**src/rtl/rw_window_seq.sv**
```systemverilog
// Framed bus-access sequencer: start, one write, programmable gap, RD_LAT read cycles, stop.
// Also captures read data and counts completed (non-aborted) transactions.
module rw_window_seq #(
    parameter int ADDR_W = 8,
    parameter int DATA_W = 8,
    parameter int GAP_W  = 4,
    parameter int RD_LAT = 2
) (
    input  logic              clk,
    input  logic              rst_n,
    input  logic              req,
    output logic              req_ready,
    input  logic [ADDR_W-1:0] req_addr,
    input  logic [DATA_W-1:0] req_wdata,
    input  logic [GAP_W-1:0]  cfg_gap,
    input  logic              abort,
    output logic              start,
    output logic              wr,
    output logic              rd,
    output logic              stop,
    output logic [ADDR_W-1:0] addr,
    output logic [DATA_W-1:0] wdata,
    input  logic [DATA_W-1:0] rdata,
    output logic [DATA_W-1:0] rdata_out,
    output logic              rdata_vld,
    output logic              done,
    output logic              err,
    output logic [15:0]       txn_cnt
);

    typedef enum logic [2:0] {
        S_IDLE,
        S_START,
        S_WR,
        S_GAP,
        S_RD,
        S_STOP
    } state_t;

    localparam logic [3:0]       RD_LOAD = 4'(RD_LAT);
    localparam logic [GAP_W-1:0] GAP_ONE = GAP_W'(1);
    localparam logic [GAP_W-1:0] GAP_ZERO = '0;

    state_t           state;
    logic [GAP_W-1:0] gap_cnt;
    logic [3:0]       rd_cnt;

    // Outputs are computed from the next state so every strobe is a flop
    // that lines up exactly with the state it belongs to.
    always_ff @(posedge clk) begin
        if (!rst_n) begin
            state     <= S_IDLE;
            req_ready <= 1'b1;
            start     <= 1'b0;
            wr        <= 1'b0;
            rd        <= 1'b0;
            stop      <= 1'b0;
            done      <= 1'b0;
            err       <= 1'b0;
            rdata_vld <= 1'b0;
            addr      <= '0;
            wdata     <= '0;
            rdata_out <= '0;
            txn_cnt   <= '0;
            gap_cnt   <= '0;
            rd_cnt    <= '0;
        end else begin
            req_ready <= 1'b0;
            start     <= 1'b0;
            wr        <= 1'b0;
            rd        <= 1'b0;
            stop      <= 1'b0;
            done      <= 1'b0;
            err       <= 1'b0;
            rdata_vld <= 1'b0;

            if (abort && (state inside {S_START, S_WR, S_GAP, S_RD})) begin
                // Aborted windows still close with a stop so the checker sees a framed access.
                state <= S_STOP;
                stop  <= 1'b1;
                done  <= 1'b1;
                err   <= 1'b1;
            end else begin
                case (state)
                    S_IDLE: begin
                        if (req && req_ready) begin
                            addr    <= req_addr;
                            wdata   <= req_wdata;
                            gap_cnt <= cfg_gap;
                            rd_cnt  <= RD_LOAD;
                            state   <= S_START;
                            start   <= 1'b1;
                        end else begin
                            req_ready <= 1'b1;
                        end
                    end
                    S_START: begin
                        state <= S_WR;
                        wr    <= 1'b1;
                    end
                    S_WR: begin
                        if (gap_cnt != GAP_ZERO) begin
                            state <= S_GAP;
                        end else begin
                            state <= S_RD;
                            rd    <= 1'b1;
                        end
                    end
                    S_GAP: begin
                        if (gap_cnt == GAP_ONE) begin
                            state <= S_RD;
                            rd    <= 1'b1;
                        end else begin
                            gap_cnt <= gap_cnt - GAP_ONE;
                        end
                    end
                    S_RD: begin
                        if (rd_cnt == 4'd1) begin
                            state     <= S_STOP;
                            stop      <= 1'b1;
                            done      <= 1'b1;
                            rdata_vld <= 1'b1;
                            rdata_out <= rdata;
                            txn_cnt   <= txn_cnt + 16'd1;
                        end else begin
                            rd_cnt <= rd_cnt - 4'd1;
                            rd     <= 1'b1;
                        end
                    end
                    S_STOP: begin
                        state     <= S_IDLE;
                        req_ready <= 1'b1;
                    end
                    default: begin
                        state     <= S_IDLE;
                        req_ready <= 1'b1;
                    end
                endcase
            end
        end
    end

endmodule

```
**config.mk**
```make
export PLATFORM = sky130hd
export DESIGN_NAME = rw_window_seq
export DESIGN_NICKNAME = d
export VERILOG_FILES = /design/src/rtl/rw_window_seq.sv
export SDC_FILE = /design/constraint.sdc
export NUM_CORES = 1
export LEC_CHECK = 0
export BUFFER_PORTS_ARGS = -buffer_cell sky130_fd_sc_hd__buf_2
export CAP_MARGIN = 20
export CORE_UTILIZATION = 39
export DETAILED_ROUTE_END_ITERATION = 8
export HOLD_SLACK_MARGIN = 0.05
export PLACE_DENSITY_LB_ADDON = 0.12
export RECOVER_POWER = 50
export SETUP_SLACK_MARGIN = 0.15
export SLEW_MARGIN = 0
export SYNTH_ARGS = -nofsm -noshare
export SYNTH_HDL_FRONTEND = slang
export SYNTH_SLANG_ARGS = --single-unit
```
**constraint.sdc**
```tcl
create_clock -name clk -period 2.1 [get_ports clk]
set_clock_uncertainty 0.15 [all_clocks]
set_input_delay 0.21 -clock clk [delete_from_list [all_inputs] [get_ports clk]]
set_output_delay 0.21 -clock clk [all_outputs]
set_load 0.1 [all_outputs]
```
==> results of run 1 <==
area by class of cell:
type	instances	area (um2)	area share, %
clock inverters	5	53.8	1.52
inverters	9	33.8	0.953
repair buffers	116	744	21.0
multi-input cells	226	1300	36.6
flip-flops and latches	58	1180	33.3
well taps	77	96.3	2.72
clock buffers	11	141	3.99
state kept, by name, indices dropped and copies added (netlist names), 3 cells and up:
| signal | count |
|---|---|
| state | 3 |
| rd_cnt | 4 |
| gap_cnt | 4 |
| addr | 8 |
| txn_cnt | 16 |
| wdata | 8 |
| rdata_out | 8 |
cells in the mapped netlist (3+ instances only):
library cell / instances
nand4_1: 5
nor3_1: 3
nor2_1: 19
dfxtp_1: 58
ha_1: 5
a21oi_1: 41
nand3_1: 5
clkbuf_1: 11
or3_1: 8
inv_1: 9
o21ai_0: 16
and3_1: 4
buf_2: 3
nand2_1: 66
xnor2_1: 3
xor2_1: 4
nand2b_1: 6
and2_1: 4
kinds of logic (layout without fill, tap and decap cells):
family          count (synthesis)  count (layout)  share of synthesized area, %
buf+inv                        26             141                          4.12
simple gates                  140             140                          28.4
mux                             3               3                          1.23
compound gates                 71              71                          15.8
xor+xnor                        7               7                          2.41
flops                          58              58                          45.6
fa+ha+maj                       5               5                          2.45
power by group through the flow:
stage               logic (mW)  registers (mW)  clock network [mW]
floorplan                0.721            2.10                   0
global placement          1.74            1.43                   0
detailed placement        1.74            1.44                   0
CTS                       1.78            1.41                1.04
global route              1.92            1.46                1.09
finish                    1.80            1.43                1.02
worst register-to-register path: stages, from the launching register on:
cell and delay [ps]:
dfxtp_1 390, buf_4 200, nand4bb_1 310, o32a_2 320, a211o_1 280, a21oi_1 130
through the flow:
stage | instances | total power, mW | cell area, um2
floorplan | 310 | 2.82 | 2560
global placement | 461 | 3.17 | 3090
detailed placement | 461 | 3.18 | 3090
CTS | 501 | 4.24 | 3520
global route | 502 | 4.47 | 3540
finish | 502 | 4.25 | 3540
worst max-delay path by stage:
stage                            from          end  slack, ps  cells past startpoint
after floorplan           txn_cnt[11]  txn_cnt[14]        160                      3
after global placement       state[1]    rd_cnt[1]        250                      4
after detailed placement    rd_cnt[0]   txn_cnt[9]        200                      6
after CTS                   rd_cnt[0]   txn_cnt[9]        190                      6
after global routing        rd_cnt[1]  txn_cnt[13]        140                      7
final                       rdata_vld    rdata_vld        240                      1
per-layer routing:
layer	share of wire, %	global-route usage, %
met5	0	0
met3	5.5	4.77
met4	1.5	8.46
met2	46	31.6
met1	47	22.8
timing repair:
item | in CTS | in global routing
hold endpoints to repair | 24 | 0
hold buffers | 24 | 0
buffers inserted | 0 | 1
gates resized for setup | 0 | 5
setup endpoints to repair | 0 | 16
==> metrics.md, run 1 <==
| Metric | Value |
|---|---|
| Commonest cells after routing, fill and taps aside | `66 x nand2_1, 46 x clkbuf_2, 44 x dfxtp_1` |
| Status | `finished clean` |
| Setup TNS | `0 ps` |
| Leading cell type in the layout, fill and taps excluded | `nand2_1` |
| Via count of the first global-routing pass | `2368` |
| Setup violation total in the final timing report | `0` |
| Sequential group share of total power | `33.7%` |
| Cells on Worst Hold Path | `4` |
| CP Data Arrival Time | `1500 ps` |
| FF-to-FF Start | `state[0]` |
| Design internal power | `2.35 mW` |
| Remaining DRCs | `0` |
| Die Width | `82.8 um` |
| Combined area of all synthesized cells | `2550 um2` |
| Ratio of total power to cell area | `1200 nW/um2` |
| Clock tree from TritonCTS | `built` |
| Final number of hold-violating endpoints | `0` |
| Fraction of synthesis flops using an asynchronous set or reset pin | `0%` |
| Number of antenna violations at the first check in global routing | `0` |
| Clock slew at reported path FFs | `70 ps` |
| Via Count | `2541` |
| Signed area change from the synthesized netlist to the final layout | `39.1%` |
| Net Sw Frac | `44.6%` |
| Reg-to-reg critical path endpoint | `gap_cnt[1]` |
| CP delay by family, top | `buffers and inverters` |
| Startpoint Class | `flip-flop` |
| Logic gate share of total power | `42.4%` |
| Number of vias per cell after detailed routing | `5.06` |
| Top area cells in the synthesized netlist | `dfxtp_1 46%, nand2_1 9.7%, a21oi_1 8.1%` |
| Synthesized netlist net count | `347` |
| Path depth of the worst reg2reg path | `5` |
| Setup repair after global routing missed its margin | `true` |
| Transition at the pin with the smallest max-transition slack | `1160 ps` |
| Routability congestion estimate from global placement | `0.778` |
| Estimated wirelength of the detail-placed design | `4.04 mm` |
| Number of max-slew violations in the final report | `0` |
| Share of Yosys cell area claimed by the top area cell type | `45.6%` |
| Total of flip-flops plus latches after synthesis | `58` |
| Switching pwr | `1.90 mW` |
| GRT Residual Overflow | `0` |
| Largest net degree at the start of global routing | `31` |
| Static leakage | `1.51 nW` |
| Global-route usage over all layers | `18.9%` |
| Cell with the biggest individual delay on the critical path | `buf_1` |
| Insertion delay of the later-clocked pin in the worst-skew pair | `330 ps` |
| Number of rows in the core area | `29` |
| Worst reg2reg setup slack | `260 ps` |
| Worst vdd ir | `0.830 mV` |
| Worst-case headroom to the max-slew limit | `23.2%` |
| Count of nets after finishing | `457` |
| Cell-by-cell listing of the critical path | `buf_1` |
| Starting density of the core | `40.4%` |
| Achievable Freq | `539 MHz` |
| Worst Hold Launch | `cfg_gap[3]` |
| EDFF count, synth | `0` |
| Buffer levels on the longest clock path | `2` |
| Number of buffers and inverters on the critical path | `1` |
| Share of total power in the clock network | `23.9%` |
| Share of the core filled with cells | `56.1%` |
| # clock sinks | `58` |
| Maximum fanout encountered on the critical timing path | `1` |
| Clock H-tree levels | `3` |
| Hold Path End | `gap_cnt[3]` |
| Antenna fix cells | `0` |
| Largest stage delay on the critical path | `850 ps` |
| Library cell occupying the most area in the post-synthesis netlist | `dfxtp_1` |
| Placement Setup Slack | `204 ps` |
| Number of port buffers | `79` |
| Critical Path End Type | `output port` |
| Max-capacitance violation count | `0` |
| Cell at the root of the clock tree | `clkbuf_8` |
| Main synth FF type | `dfxtp_1` |
| Sequential-to-total area share from yosys stat | `45.6%` |
| Crit path required time | `1740 ps` |
| Crit Path Class | `flip-flop to output port` |
| Length of the first detailed-routing pass in iterations | `4` |
| Die Footprint | `6860 um2` |
| Post-synthesis instance total | `310` |
| First-pass GRT wire length | `10.6 mm` |
| Antenna-violating nets left | `0` |
| Routed wirelength normalized by instance count | `12.6 um` |
| Post-synthesis cell type count | `50` |
| Floorplan die height | `82.8 um` |
| Mean cell area of the mapped netlist | `8.22 um2` |
| Worst hold slack across all endpoints | `71.7 ps` |
| Post-layout worst setup margin | `244 ps` |
| Fillers | `591` |
| CORE AREA | `6310 um2` |
| Number of buffers inserted during clock tree synthesis | `9` |
| I/O pin count | `80` |
| Min Clock Period, post-route | `1860 ps` |
| Routed Wire Length | `6.32 mm` |
| Total number of yosys warnings | `0` |
| Initial DRC Count | `100` |
| Part of the cycle the worst path needs | `88.4%` |
| Min-Delay Path Class | `primary input to flip-flop` |
| Proportion of layout cells with a drive suffix above 1 | `30.1%` |
Note: power is estimated with default switching activity, not from simulation.
==> run 2: changes to the inputs <==
--- a/config.mk
+++ b/config.mk
@@ -5,6 +5,7 @@
 export SDC_FILE = /design/constraint.sdc
 export NUM_CORES = 1
 export LEC_CHECK = 0
+export ABC_AREA = 1
 export BUFFER_PORTS_ARGS = -buffer_cell sky130_fd_sc_hd__buf_2
 export CAP_MARGIN = 20
 export CORE_UTILIZATION = 39
==> run 2 against run 1 <==
- non-clock buffer count decreased by 6
- register-to-register slack gained 140 ps
- clock power about the same
- final cell count is 14% higher
- combinational power up 9%
- sequential power barely moved
- sequential share of layout area decreased by 1.0 points
- clock-buffer cell count unchanged
- global-route usage up 0.89 points
- synthesized cell count grew 21%
- core utilization down 2.4 points
==> metrics.md, run 2 <==
| Metric | Value |
|---|---|
| Status | `finished clean` |
| Leading cell type in the layout, fill and taps excluded | `nand2_1` |
| Via count of the first global-routing pass | `2496 (+5.4%)` |
| Count of hold-fix buffers inserted at cts | `25 (+4.2%)` |
| Cell with the biggest individual delay on the critical path | `clkbuf_1` |
| Sequential-to-total area share from yosys stat | `42.8% (-2.8 points)` |
| Min-Delay Path Class | `primary input to flip-flop` |
| Number of antenna violations at the first check in global routing | `0 (unchanged)` |
| Post-synthesis cell type count | `31 (-38%)` |
| Net Sw Frac | `47.3% (+2.7 points)` |
| Routed wirelength normalized by instance count | `11.7 um (-6.7%)` |
| Synth top cells by count | `102 x nand2_1, 58 x dfxtp_1, 50 x nor2_1` |
| Clock slew at reported path FFs | `60 ps (about the same)` |
| Number of buffers inserted during clock tree synthesis | `9 (unchanged)` |
| Antenna fix cells | `0 (unchanged)` |
| Crit Path Class | `flip-flop to output port` |
| Setup repair after global routing missed its margin | `false` |
| EDFF count, synth | `0 (unchanged)` |
| Setup violation total in the final timing report | `0 (unchanged)` |
| Maximum fanout encountered on the critical timing path | `1 (unchanged)` |
| Signed area change from the synthesized netlist to the final layout | `33.9%` |
| Insertion delay of the later-clocked pin in the worst-skew pair | `340 ps (about the same)` |
| Critical Path End Type | `output port` |
| Static leakage | `1.72 nW (+14%)` |
| Global-route usage over all layers | `19.8% (+0.89 points)` |
| Die Footprint | `7290 um2 (+6.3%)` |
| Floorplan die height | `85.4 um (+3.1%)` |
| Fraction of synthesis flops using an asynchronous set or reset pin | `0% (unchanged)` |
| Total of flip-flops plus latches after synthesis | `58 (unchanged)` |
| Number of port buffers | `79 (unchanged)` |
| Mean cell area of the mapped netlist | `7.21 um2 (-12%)` |
| Most frequently used cell type in the post-synthesis netlist | `nand2_1` |
| Worst hold slack across all endpoints | `61.5 ps (-10.1 ps)` |
| Max-capacitance violation count | `0 (unchanged)` |
| Proportion of layout cells with a drive suffix above 1 | `27.7% (-2.4 points)` |
| Post-cts resize count | `0 (unchanged)` |
| Routability congestion estimate from global placement | `0.849 (+9.2%)` |
| Share of Yosys cell area claimed by the top area cell type | `42.8% (-2.8 points)` |
| Worst vdd ir | `0.637 mV (-23%)` |
| Part of the cycle the worst path needs | `88.3% (about the same)` |
| Library cell occupying the most area in the post-synthesis netlist | `dfxtp_1` |
| Cell at the root of the clock tree | `clkbuf_8` |
| Synthesized netlist net count | `413 (+19%)` |
| Share of total power in the clock network | `23.3% (-0.6 points)` |
| Largest net degree at the start of global routing | `20 (-35%)` |
| I/O pin count | `80 (unchanged)` |
| Worst-case headroom to the max-slew limit | `23.0% (-0.26 points)` |
| Min Clock Period, post-route | `1850 ps (-1.49 ps)` |
| Commonest cells after routing, fill and taps aside | `103 x nand2_1, 51 x nor2_1, 50 x dfxtp_1` |
| Antenna-violating nets left | `0 (unchanged)` |
| Post CTS Setup Buffer Count | `0 (unchanged)` |
| Largest stage delay on the critical path | `850 ps (about the same)` |
| Achievable Freq | `539 MHz (about the same)` |
| Transition at the pin with the smallest max-transition slack | `1160 ps (+4.26 ps)` |
| Routed Wire Length | `6.71 mm (+6.1%)` |
| Remaining DRCs | `0 (unchanged)` |
| Clock tree from TritonCTS | `built` |
| First-pass GRT wire length | `11.3 mm (+6.3%)` |
| Cell-by-cell listing of the critical path | `clkbuf_1` |
| Via Count | `2711 (+6.7%)` |
| Flip-flop count of the largest register after layout | `16 (unchanged)` |
| Ratio of total power to cell area | `1210 nW/um2 (+0.86%)` |
| # clock sinks | `58 (unchanged)` |
| Register with the most flip-flops | `txn_cnt` |
| Starting density of the core | `40.1% (-0.22 points)` |
| CORE AREA | `6760 um2 (+7.0%)` |
| Count of nets after finishing | `523 (+14%)` |
| Main synth FF type | `dfxtp_1` |
| Crit path required time | `1740 ps (about the same)` |
| Top area cells in the synthesized netlist | `dfxtp_1 43%, nand2_1 14%, nand3_1 7.4%` |
| Length of the first detailed-routing pass in iterations | `4 (unchanged)` |
| Number of rows in the core area | `30 (+3.4%)` |
| Clock H-tree levels | `3 (unchanged)` |
| Final number of hold-violating endpoints | `0 (unchanged)` |
| Total number of yosys warnings | `0 (unchanged)` |
| Die Width | `85.4 um (+3.1%)` |
| GRT Residual Overflow | `0 (unchanged)` |
| Initial DRC Count | `127 (+27%)` |
| Estimated wirelength of the detail-placed design | `4.58 mm (+13%)` |
| Buffer levels on the longest clock path | `2 (unchanged)` |
| Sequential group share of total power | `32.0% (-1.7 points)` |
| CP Data Arrival Time | `1490 ps (about the same)` |
| Number of buffers and inverters on the critical path | `1 (unchanged)` |
| Number of vias per cell after detailed routing | `4.75 (-6.2%)` |
| Design internal power | `2.31 mW (-1.7%)` |
| CP delay by family, top | `buffers and inverters` |
| Logic gate share of total power | `44.7% (+2.3 points)` |
| Switching pwr | `2.08 mW (+9.7%)` |
| Setup TNS | `0 ps (unchanged)` |
| Number of max-slew violations in the final report | `0 (unchanged)` |
| Combined area of all synthesized cells | `2710 um2 (+6.4%)` |
| Startpoint Class | `flip-flop` |
| Post-synthesis instance total | `376 (+21%)` |
run 2: through the flow:
| stage | util, % | total power, mW | instance area [um2] | setup slack, ps | cells |
|---|---|---|---|---|---|
| after floorplan | - | 3.06 | 2720 | 171 | 376 |
| after global placement | 47.3 | 3.37 | 3190 | 434 | 530 |
| after detailed placement | 47.3 | 3.37 | 3190 | 394 | 530 |
| after CTS | 53.9 | 4.44 | 3640 | 393 | 571 |
| after global routing | 53.8 | 4.67 | 3630 | 210 | 571 |
| final | 53.8 | 4.40 | 3630 | 246 | 571 |
run 2: path summary, 6_finish.rpt:
check        startpoint     endpoint  slack [ps]  depth (start not counted)
max                  wr           wr         250                          1
min               rst_n    req_ready          60                          2
max reg2reg   rd_cnt[1]  txn_cnt[10]         400                          8
min reg2reg  gap_cnt[1]   gap_cnt[1]         310                          2
run 2: power by group through the flow:
stage	combinational, mW	clock [mW]	sequential [mW]
6_report	1.97	1.02	1.41
5_1_grt	2.13	1.11	1.43
4_1_cts	1.98	1.05	1.40
3_5_place_dp	1.95	0	1.42
3_3_place_gp	1.95	0	1.42
2_1_floorplan	0.879	0	2.18
run 2: cell type report:
type | count | area [um2]
fill | 656 | 3120
multi-input combinational | 272 | 1350
clock inverter | 5 | 53.8
tap | 80 | 100
inverter | 35 | 131
clock buffer | 11 | 141
timing repair buffer | 110 | 689
sequential | 58 | 1170
run 2: cell families (layout without fill, tap and decap cells):
| group | count (synthesis) | count (layout) | synth area share (%) |
|---|---|---|---|
| simple gates | 227 | 227 | 39.0 |
| flops | 58 | 58 | 42.8 |
| buf+inv | 46 | 161 | 7.38 |
| compound gates | 38 | 38 | 7.89 |
| fa+ha+maj | 5 | 5 | 2.31 |
| xor+xnor | 2 | 2 | 0.646 |
run 2: layer usage:
metal	part of all wire [%]	track usage (%)	routed length [um]
met5	0	0	0
met4	2.1	10.0	140
met2	44	31.7	2980
met3	5.8	4.86	392
met1	48	24.6	3200
